==> config.mk <==
export PLATFORM = sky130hd
export DESIGN_NAME = cart_004_ctrl
export DESIGN_NICKNAME = d
export VERILOG_FILES = /design/src/rtl/cart_004_ctrl.sv
export SDC_FILE = /design/constraint.sdc
export NUM_CORES = 1
export LEC_CHECK = 0
export ABC_CLOCK_PERIOD_IN_PS = 4350
export CAP_MARGIN = 20
export CORE_MARGIN = 5
export CORE_UTILIZATION = 55
export CTS_BUF_LIST = sky130_fd_sc_hd__clkbuf_16
export CTS_CLUSTER_DIAMETER = 120
export DETAILED_ROUTE_END_ITERATION = 8
export PLACE_DENSITY = 0.88
export REMOVE_ABC_BUFFERS = 1
export SLEW_MARGIN = 20
export SYNTH_ARGS = -nofsm -noshare
export SYNTH_HDL_FRONTEND = slang
export SYNTH_SLANG_ARGS = --single-unit
==> constraint.sdc <==
create_clock -name clk_cpu -period 4.35 [get_ports clk_cpu]
set_input_delay 0.6525 -clock clk_cpu [delete_from_list [all_inputs] [get_ports clk_cpu]]
set_output_delay 0.6525 -clock clk_cpu [all_outputs]
set_load 0.02 [all_outputs]
==> src/rtl/cart_004_ctrl.sv <==
// MMC3-class mapper: CPU-written bank/control registers, PRG/CHR banking, RAM strobes, scanline IRQ.
// Address/strobe outputs are combinational; register writes land on the accepting edge; no backpressure.
module cart_004_ctrl #(
  parameter int PRG_ROM_DEPTH = 19,
  parameter int CHR_DEPTH     = 18,
  parameter int A12_FILTER    = 3
) (
  input  logic                     clk_cpu,
  input  logic                     rst,
  input  logic [14:0]              cpu_addr,
  input  logic [7:0]               cpu_data_i,
  input  logic                     cpu_rw,
  input  logic                     romsel,
  input  logic [13:0]              ppu_addr,
  output logic [PRG_ROM_DEPTH-1:0] prg_addr,
  output logic                     prg_ram_cs,
  output logic                     prg_ram_we,
  output logic [CHR_DEPTH-1:0]     chr_addr,
  output logic                     ciram_ce,
  output logic                     ciram_a10,
  output logic                     irq
);

  localparam int PB = PRG_ROM_DEPTH - 13;
  localparam int CB = CHR_DEPTH - 10;
  localparam int LW = (A12_FILTER < 1) ? 1 : $clog2(A12_FILTER + 1);
  localparam logic [LW-1:0] LOW_FULL     = LW'(A12_FILTER);
  localparam logic [PB-1:0] BANK_LAST    = '1;
  localparam logic [PB-1:0] BANK_LAST_M1 = {{(PB-1){1'b1}}, 1'b0};

  typedef enum logic [2:0] {
    REG_BANK_SEL   = 3'd0,
    REG_BANK_DATA  = 3'd1,
    REG_MIRROR     = 3'd2,
    REG_RAM_PROT   = 3'd3,
    REG_IRQ_LATCH  = 3'd4,
    REG_IRQ_RELOAD = 3'd5,
    REG_IRQ_DIS    = 3'd6,
    REG_IRQ_EN     = 3'd7
  } reg_sel_e;

  logic     wr_req;
  logic     wr_seen;
  logic     wr_hit;
  reg_sel_e reg_sel;

  // A write held for several cycles is accepted only on its first cycle.
  assign wr_req  = romsel & ~cpu_rw;
  assign wr_hit  = wr_req & ~wr_seen;
  assign reg_sel = reg_sel_e'({cpu_addr[14:13], cpu_addr[0]});

  always_ff @(posedge clk_cpu) begin
    if (rst) begin
      wr_seen <= 1'b0;
    end else begin
      wr_seen <= wr_req;
    end
  end

  logic [2:0]    bank_idx;
  logic          prg_mode;
  logic          chr_inv;
  logic [CB-1:0] chr_bank [0:5];
  logic [PB-1:0] prg_bank [0:1];
  logic          mirror_h;
  logic          ram_en;
  logic          ram_prot;

  always_ff @(posedge clk_cpu) begin
    if (rst) begin
      bank_idx    <= '0;
      prg_mode    <= 1'b0;
      chr_inv     <= 1'b0;
      for (int i = 0; i < 6; i++) begin
        chr_bank[i] <= '0;
      end
      prg_bank[0] <= '0;
      prg_bank[1] <= '0;
      mirror_h    <= 1'b0;
      ram_en      <= 1'b0;
      ram_prot    <= 1'b0;
    end else if (wr_hit) begin
      case (reg_sel)
        REG_BANK_SEL: begin
          bank_idx <= cpu_data_i[2:0];
          prg_mode <= cpu_data_i[6];
          chr_inv  <= cpu_data_i[7];
        end
        REG_BANK_DATA: begin
          // R6/R7 are PRG banks; R0..R5 are CHR banks.
          if (bank_idx[2:1] == 2'b11) begin
            prg_bank[bank_idx[0]] <= PB'(cpu_data_i);
          end else begin
            chr_bank[bank_idx] <= CB'(cpu_data_i);
          end
        end
        REG_MIRROR: begin
          mirror_h <= cpu_data_i[0];
        end
        REG_RAM_PROT: begin
          ram_en   <= cpu_data_i[7];
          ram_prot <= cpu_data_i[6];
        end
        default: ;
      endcase
    end
  end

  logic [PB-1:0] prg_bank_sel;

  always_comb begin
    prg_bank_sel = BANK_LAST;
    case (cpu_addr[14:13])
      2'b00:   prg_bank_sel = prg_mode ? BANK_LAST_M1 : prg_bank[0];
      2'b01:   prg_bank_sel = prg_bank[1];
      2'b10:   prg_bank_sel = prg_mode ? prg_bank[0] : BANK_LAST_M1;
      default: prg_bank_sel = BANK_LAST;
    endcase
  end

  assign prg_addr = {prg_bank_sel, cpu_addr[12:0]};

  logic          chr_a;
  logic [CB-1:0] chr_bank_sel;

  // Inversion swaps which pattern-table half gets the 2 KB pair banks.
  assign chr_a = ppu_addr[12] ^ chr_inv;

  always_comb begin
    chr_bank_sel = '0;
    if (chr_a) begin
      chr_bank_sel = chr_bank[3'd2 + {1'b0, ppu_addr[11:10]}];
    end else begin
      chr_bank_sel = {chr_bank[{2'b00, ppu_addr[11]}][CB-1:1], ppu_addr[10]};
    end
  end

  assign chr_addr   = {chr_bank_sel, ppu_addr[9:0]};
  assign ciram_ce   = ppu_addr[13];
  assign ciram_a10  = mirror_h ? ppu_addr[11] : ppu_addr[10];
  assign prg_ram_cs = ~romsel & (cpu_addr[14:13] == 2'b11) & ram_en;
  assign prg_ram_we = prg_ram_cs & ~cpu_rw & ~ram_prot;

  logic          a12_q;
  logic          a12_prev;
  logic          a12_rise;
  logic [LW-1:0] lowcnt;

  always_ff @(posedge clk_cpu) begin
    if (rst) begin
      a12_q    <= 1'b0;
      a12_prev <= 1'b0;
      lowcnt   <= '0;
    end else begin
      a12_q    <= ppu_addr[12];
      a12_prev <= a12_q;
      if (a12_q) begin
        lowcnt <= '0;
      end else if (lowcnt != LOW_FULL) begin
        lowcnt <= lowcnt + LW'(1);
      end
    end
  end

  // Only a rise preceded by a full run of low samples clocks the scanline counter.
  assign a12_rise = a12_q & ~a12_prev & (lowcnt == LOW_FULL);

  logic [7:0] irq_latch;
  logic [7:0] irq_cnt;
  logic [7:0] cnt_step;
  logic       irq_reload;
  logic       irq_en;

  assign cnt_step = ((irq_cnt == 8'd0) || irq_reload) ? irq_latch : irq_cnt - 8'd1;

  always_ff @(posedge clk_cpu) begin
    if (rst) begin
      irq_latch  <= 8'd0;
      irq_cnt    <= 8'd0;
      irq_reload <= 1'b0;
      irq_en     <= 1'b0;
      irq        <= 1'b0;
    end else begin
      if (wr_hit && reg_sel == REG_IRQ_LATCH) begin
        irq_latch <= cpu_data_i;
      end
      // A reload write takes priority and swallows a coincident edge.
      if (wr_hit && reg_sel == REG_IRQ_RELOAD) begin
        irq_cnt    <= 8'd0;
        irq_reload <= 1'b1;
      end else if (a12_rise) begin
        irq_cnt    <= cnt_step;
        irq_reload <= 1'b0;
        if (cnt_step == 8'd0 && irq_en) begin
          irq <= 1'b1;
        end
      end
      if (wr_hit && reg_sel == REG_IRQ_DIS) begin
        irq_en <= 1'b0;
        irq    <= 1'b0;
      end else if (wr_hit && reg_sel == REG_IRQ_EN) begin
        irq_en <= 1'b1;
      end
    end
  end

endmodule
==> results of run 1 <==
layout make-up:
type	count	area (um^2)	share of cell area, %
repair buffers	41	398	7.78
clock inverters	7	65.1	1.27
inverters	17	63.8	1.25
well taps	105	131	2.57
multi-input cells	284	1850	36.1
flip-flops and latches	90	2380	46.6
clock buffers	9	225	4.41
flip-flops by register name (all words and copies together) (netlist names), 2 cells and up:
register   count
chr_bank      46
prg_bank      12
irq_cnt        8
irq_latch      8
bank_idx       3
lowcnt         2
layer usage:
metal / global-route usage, % / up-vias / wire length [um]
met4: 6.54 / 0 / 162
li1: - / 1543 / -
met2: 33.0 / 151 / 4930
met1: 27.2 / 1555 / 4190
met5: 0 / - / 0
met3: 6.82 / 15 / 945
layout by cell type, fill, tap and decap left out, types with 13 or more instances in the layout:
cell / n
sky130_fd_sc_hd__dfxtp_1: 32
sky130_fd_sc_hd__and2_1: 27
sky130_fd_sc_hd__inv_1: 17
sky130_fd_sc_hd__nand3_1: 23
sky130_fd_sc_hd__nand2_1: 45
sky130_fd_sc_hd__a21oi_1: 25
sky130_fd_sc_hd__clkdlybuf4s50_1: 36
sky130_fd_sc_hd__mux2i_1: 13
sky130_fd_sc_hd__edfxtp_1: 58
sky130_fd_sc_hd__nor2_1: 40
power by group through the flow:
stage          Clock [mW]  Combinational, mW  Sequential (mW)
6_report            0.751              0.158            0.939
5_1_grt             0.802              0.169            0.941
4_1_cts             0.761              0.158            0.939
3_5_place_dp            0              0.157            0.958
3_3_place_gp            0              0.154            0.957
2_1_floorplan           0             0.0763            0.954
worst min-delay path by stage:
| stage | from | end | slack [ps] | depth (start not counted) |
|---|---|---|---|---|
| 6_report | chr_inv$_SDFFE_PP0P_ | chr_inv$_SDFFE_PP0P_ | 470 | 2 |
| 5_1_grt | irq_latch[6]$_SDFFE_PP0P_ | irq_latch[6]$_SDFFE_PP0P_ | 510 | 2 |
| 4_1_cts | irq_latch[6]$_SDFFE_PP0P_ | irq_latch[6]$_SDFFE_PP0P_ | 470 | 2 |
| 3_5_place_dp | irq_latch[6]$_SDFFE_PP0P_ | irq_latch[6]$_SDFFE_PP0P_ | 460 | 2 |
| 3_3_place_gp | irq_latch[6]$_SDFFE_PP0P_ | irq_latch[6]$_SDFFE_PP0P_ | 460 | 2 |
| 2_1_floorplan | irq_latch[6]$_SDFFE_PP0P_ | irq_latch[6]$_SDFFE_PP0P_ | 430 | 2 |
worst min-delay path, delay by kind of cell (launching register included):
kind | cells | cell delay, ps
DFF | 1 | 320
and+or+nand+nor | 1 | 50
AOI/OAI and AO/OA | 1 | 50
kinds of logic (layout without fill, tap and decap cells):
family                     count (synthesis)  after routing
AOI/OAI and AO/OA                         64             64
xor gates and xnor gates                   7              7
adders and majority gates                  3              3
buffers and inverters                     65             74
DFF                                       90             90
muxes                                     22             22
and+or+nand+nor                          188            188
==> impl_metrics.csv, run 1 <==
group,metric,value,unit
run_status,status,"completed",
yosys,synth_seq_cells,90,
power,p_per_cell_area,362,nW/um^2
sta,max_slew.worst_pin.slew,979,ps
cts,holdBufCountCts,0,
power,power_frac_clock,40.6,%
final_layout,final_cell_area,5110,um^2
global_routing,gr-total-overflow,0,
power,report.power.total,1.85,mW
global_routing,grt_max_degree,32,
sta,achievable-frequency,0.287,GHz
place,placedInstanceArea,4820,um^2
global_routing,antenna_found_initial,0,
cts,clock-sinks,90,
sta,finalSetupTns,0,ps
sta,setup_repair_after_global_routing_missed_its_margin,"no",
routing,drc,0,
routing,drt-total-wl,10200,um
final_layout,filler_cell_count,605,
cts,cts.htree.levels,3,
min_path,holdCritPathClass,"flop to flop",
yosys,combinational_family_with_the_most_area_after_synthesis,"simple AND/OR/NAND/NOR gates",
place,routability_congestion_estimate,0.916,
critical_path,r2r_cells,4,
yosys,sequential_share_of_the_synthesized_area,52.0,%
critical_path,cp-endpoint,"chr_addr[11]",
sta,slew-limit-headroom,34.6,%
critical_path,cp-end-kind,"primary output",
critical_path,criticalPathCategory,"input pin to primary output",
yosys,post_synth_xor_area_fraction,1.34,%
floorplanning,placement_rows,33,
critical_path,cp.arrival,2830,ps
critical_path,worstPathCellList,"clkdlybuf4s50_1, mux4_2, nand2_1, o21ai_0, clkdlybuf4s50_1",
run,max_cap_viol_count,0,
sta,final-max-slew-violation-count,0,
global_routing,grt_pass1_vias,3230,
critical_path,critical_path_buf_inv_count,2,
yosys,yosys-mux-area-fraction,6.77,%
sta,fin_crit,3480,ps
power,power_switching,448,uW
critical_path,reg2reg_setup_slack,2010,ps
place,place_worst_setup_slack,864,ps
sta,worst_hold_slack,475,ps
cts,cts.repair.resized,0,
place,dp.cells,537,
floorplanning,pin_count,83,
cts,postCtsSetupBuffers,0,
final_layout,final-instance-count-excl-fill,553,
power,leakage,1.89,nW
global_routing,grt_usage,20.8,%
critical_path,cp-start-kind,"input pin",
place,dp.final_hpwl,7200,um
yosys,syn_avg_cell_area,10.4,um^2
final_layout,antenna_cells,0,
sta,finalWorstSetupSlack,871,ps
yosys,yosys.area.top_type,"sky130_fd_sc_hd__edfxtp_1",
routing,first_iter_violations,327,
final_layout,final_core_util,62.5,%
yosys,synthesis.yosys.warnings,0,
cts,worstSkewPairLatency,340,ps
yosys,yosys-top-cells-count,"58 x sky130_fd_sc_hd__edfxtp_1, 45 x sky130_fd_sc_hd__nand2_1, 40 x sky130_fd_sc_hd__nor2_1",
critical_path,timing.critical_path.mode_cell,"sky130_fd_sc_hd__clkdlybuf4s50_1",
final_layout,num-nets-final,487,
critical_path,worst_setup_path_startpoint,"ppu_addr[10]",
power,pwr-share-comb,8.5,%
cts,clock-root-buffer,"sky130_fd_sc_hd__clkbuf_16",
critical_path,crit_family,"buffers and inverters",
floorplanning,coreArea,8180,um^2
yosys,most_numerous_cell_in_the_yosys_netlist,"sky130_fd_sc_hd__edfxtp_1",
yosys,post_synth_and_or_nand_nor_area_fraction,22.2,%
floorplanning,floorplan.initialDensity,56.1,%
routing,num_vias,3264,
yosys,most_common_flop_cell_mapped_by_yosys,"sky130_fd_sc_hd__edfxtp_1",
critical_path,worst_ep_required_time,3700,ps
critical_path,maximum_net_fanout_on_the_critical_path,10,
routing,drt.antenna.violating_nets,0,
yosys,synth-adder-area-share,0.819,%
yosys,synth-compound-area-share,9.17,%
yosys,count_of_flip_flops_with_a_built_in_enable_after_synthesis,58,
routing,drt_pre_antenna_iters,5,
sta,worst_clock_skew,9.89,ps
floorplanning,floorplan.die_area,10300,um^2
power,vdd_ir_drop_max,0.000247,V
yosys,ys_types,56,
power,sw_frac_of_total,24.2,%
routing,drt-vias-per-instance,5.90,
sta,report.final.setup_viol,0,
cts,ctsLongestPathBuffers,2,
yosys,yosys.area.top_type_share,38.0,%
sta,hold_violations,0,
critical_path,critPathMaxStageDelay,870,ps
final_layout,drive_above_1_share,10.3,%
critical_path,critPathSlowestCell,"sky130_fd_sc_hd__clkdlybuf4s50_1",
floorplanning,die_y,101,um
critical_path,critical_path.reg2reg.endpoint,"chr_bank[2][0]$_SDFFCE_PN0P_",
floorplanning,die-width,101,um
cts,clock_tree_from_tritoncts,"built",
power,cellInternalPower,1.40,mW
final_layout,area_growth_syn_to_layout,11.5,%
yosys,netlist_top_cells_area,"sky130_fd_sc_hd__edfxtp_1 38%, sky130_fd_sc_hd__dfxtp_1 14%, sky130_fd_sc_hd__buf_4 3.9%",
power,power_frac_seq,50.8,%
sta,tcrit_tclk_final,80.0,%
cts,clk_pin_slew,60,ps
critical_path,origin_of_the_critical_flop_to_flop_path,"wr_seen$_SDFF_PP0_",
place,port_buffers,36,
yosys,syn-cell-area,4580,um^2
yosys,async_flop_share,0,%
global_routing,grt_pass1_wl,16400,um
routing,wire_per_inst,18.5,um
critical_path,crit_cells,5,
cts,numCtsBuffers,9,
yosys,syn_inst,439,
Note: power is estimated with default switching activity, not from simulation.
==> run 2, diff against run 1 <==
Settings changed: ABC_CLOCK_PERIOD_IN_PS 4350 to 2800, CORE_UTILIZATION 55 to 47, PLACE_DENSITY 0.88 to 0.81.
Clock period 4.35 ns to 2.8 ns, I/O delays scaled along.
==> impl_metrics.csv, run 2 (synthesis gave the netlist of run 1 again) <==
group,metric,value,unit
cts,ctsLongestPathBuffers,2,
floorplanning,die-width,109,um
place,port_buffers,36,
cts,clk_pin_slew,60,ps
run_status,status,"completed",
cts,clock_tree_from_tritoncts,"built",
power,vdd_ir_drop_max,0.000310,V
sta,finalSetupTns,0,ps
sta,finalWorstSetupSlack,34.8,ps
final_layout,antenna_cells,0,
routing,drt-total-wl,10800,um
final_layout,num-nets-final,505,
power,p_per_cell_area,562,nW/um^2
floorplanning,floorplan.initialDensity,47.5,%
place,dp.final_hpwl,7560,um
global_routing,grt_pass1_wl,17200,um
sta,report.final.setup_viol,0,
sta,setup_repair_after_global_routing_missed_its_margin,"no",
min_path,holdCritPathClass,"flop to flop",
cts,postCtsSetupBuffers,0,
power,power_switching,719,uW
final_layout,drive_above_1_share,13.7,%
critical_path,cp-end-kind,"primary output",
place,dp.cells,583,
power,report.power.total,3.00,mW
global_routing,grt_pass1_vias,3365,
sta,achievable-frequency,0.362,GHz
global_routing,globalRouteMet3Util,6.34,%
cts,worstSkewPairLatency,350,ps
sta,tcrit_tclk_final,98.8,%
cts,holdBufCountCts,0,
cts,clock-sinks,90,
critical_path,criticalPathCategory,"input pin to primary output",
floorplanning,die_y,109,um
final_layout,largest_register_ffs,46,
routing,num_vias,3392,
final_layout,top_register,"chr_bank",
global_routing,grt_usage,19.2,%
final_layout,layout.cells.most_common,"sky130_fd_sc_hd__edfxtp_1",
global_routing,grt_most_used_layer,"met2",
floorplanning,placement_rows,36,
power,sw_frac_of_total,23.9,%
power,cellInternalPower,2.28,mW
cts,cts.repair.resized,0,
power,leakage,2.00,nW
sta,final-max-slew-violation-count,0,
sta,slew-limit-headroom,58.3,%
place,placedInstanceArea,5030,um^2
cts,clock-root-buffer,"sky130_fd_sc_hd__clkbuf_16",
place,routability_congestion_estimate,0.865,
final_layout,top_regs,"chr_bank x46, prg_bank x12",
critical_path,maximum_net_fanout_on_the_critical_path,10,
floorplanning,pin_count,83,
final_layout,final_cell_area,5350,um^2
final_layout,final-instance-count-excl-fill,599,
run,max_cap_viol_count,0,
critical_path,cp-start-kind,"input pin",
sta,fin_crit,2770,ps
floorplanning,floorplan.die_area,11800,um^2
cts,cts.htree.levels,3,
global_routing,antenna_found_initial,0,
routing,wire_per_inst,18.0,um
global_routing,gr-total-overflow,0,
power,power_frac_clock,42.5,%
global_routing,groute.layer.met1.usage,26.1,%
power,power_frac_seq,48.5,%
cts,numCtsBuffers,9,
global_routing,globalRouteMet2Util,29.6,%
critical_path,reg2reg_setup_slack,640,ps
sta,hold_violations,0,
critical_path,cp.arrival,2350,ps
critical_path,worst_ep_required_time,2380,ps
final_layout,layout_common_cells,"58 x sky130_fd_sc_hd__edfxtp_1, 45 x sky130_fd_sc_hd__nand2_1, 40 x sky130_fd_sc_hd__nor2_1",
power,pwr-share-comb,9.0,%
routing,drc,0,
global_routing,grt_max_degree,21,
routing,drt_pre_antenna_iters,5,
sta,worst_clock_skew,9.82,ps
sta,max_slew.worst_pin.slew,623,ps
final_layout,area_growth_syn_to_layout,16.6,%
routing,first_iter_violations,288,
routing,drt.antenna.violating_nets,0,
floorplanning,coreArea,9640,um^2
place,place_worst_setup_slack,80.4,ps
routing,drt-vias-per-instance,5.66,
## run 2: changes by cell type in the layout (fill, tap and decap cells not counted), sizes merged
cell / before / now
inv: 23 / 22
buf: 5 / 23
bufinv: 0 / 1
## run 2: path summary, 6_finish.rpt
| path | from | end | cells after the start |
|---|---|---|---|
| worst max-delay path | ppu_addr[10] | chr_addr[17] | 6 |
| worst max register to register | irq_cnt[0]$_SDFFE_PP0P_ | irq_cnt[5]$_SDFFE_PP0P_ | 7 |
| worst min register to register | irq_latch[6]$_SDFFE_PP0P_ | irq_latch[6]$_SDFFE_PP0P_ | 2 |
| worst min-delay path | irq_latch[6]$_SDFFE_PP0P_ | irq_latch[6]$_SDFFE_PP0P_ | 2 |
## run 2: area by class of cell
| class | instances | area (um^2) |
|---|---|---|
| Clock buffer | 9 | 225 |
| Clock inverter | 7 | 91.3 |
| Fill cell | 801 | 4290 |
| Inverter | 17 | 63.8 |
| Multi-Input combinational cell | 284 | 1850 |
| Sequential cell | 90 | 2380 |
| Tap cell | 133 | 166 |
| Timing Repair Buffer | 59 | 571 |
## run 2: layer usage
layer	wire [um]	vias up
met5	0	-
met4	167	0
met2	5070	148
met3	929	13
met1	4620	1657
li1	-	1574
## run 2: per-stage QoR
step	hold WS [ps]	util (%)
after detailed placement	461	52.2
after CTS	469	55.5
after global placement	456	52.2
final	466	55.5
after global routing	493	55.5
after floorplan	427	-
## run 2: worst max-delay path, cell delays in order
cell	delay, ps
sky130_fd_sc_hd__clkdlybuf4s50_1	500
sky130_fd_sc_hd__buf_12	150
sky130_fd_sc_hd__mux4_2	500
sky130_fd_sc_hd__nand2_1	90
sky130_fd_sc_hd__o21ai_0	120
sky130_fd_sc_hd__clkdlybuf4s50_1	560
## run 2: power groups by stage
stage / Combinational, mW / Clock [mW] / Sequential (mW)
floorplan: 0.119 / 0 / 1.48
global placement: 0.261 / 0 / 1.49
detailed placement: 0.267 / 0 / 1.49
CTS: 0.269 / 1.29 / 1.46
global route: 0.287 / 1.34 / 1.46
finish: 0.269 / 1.28 / 1.46
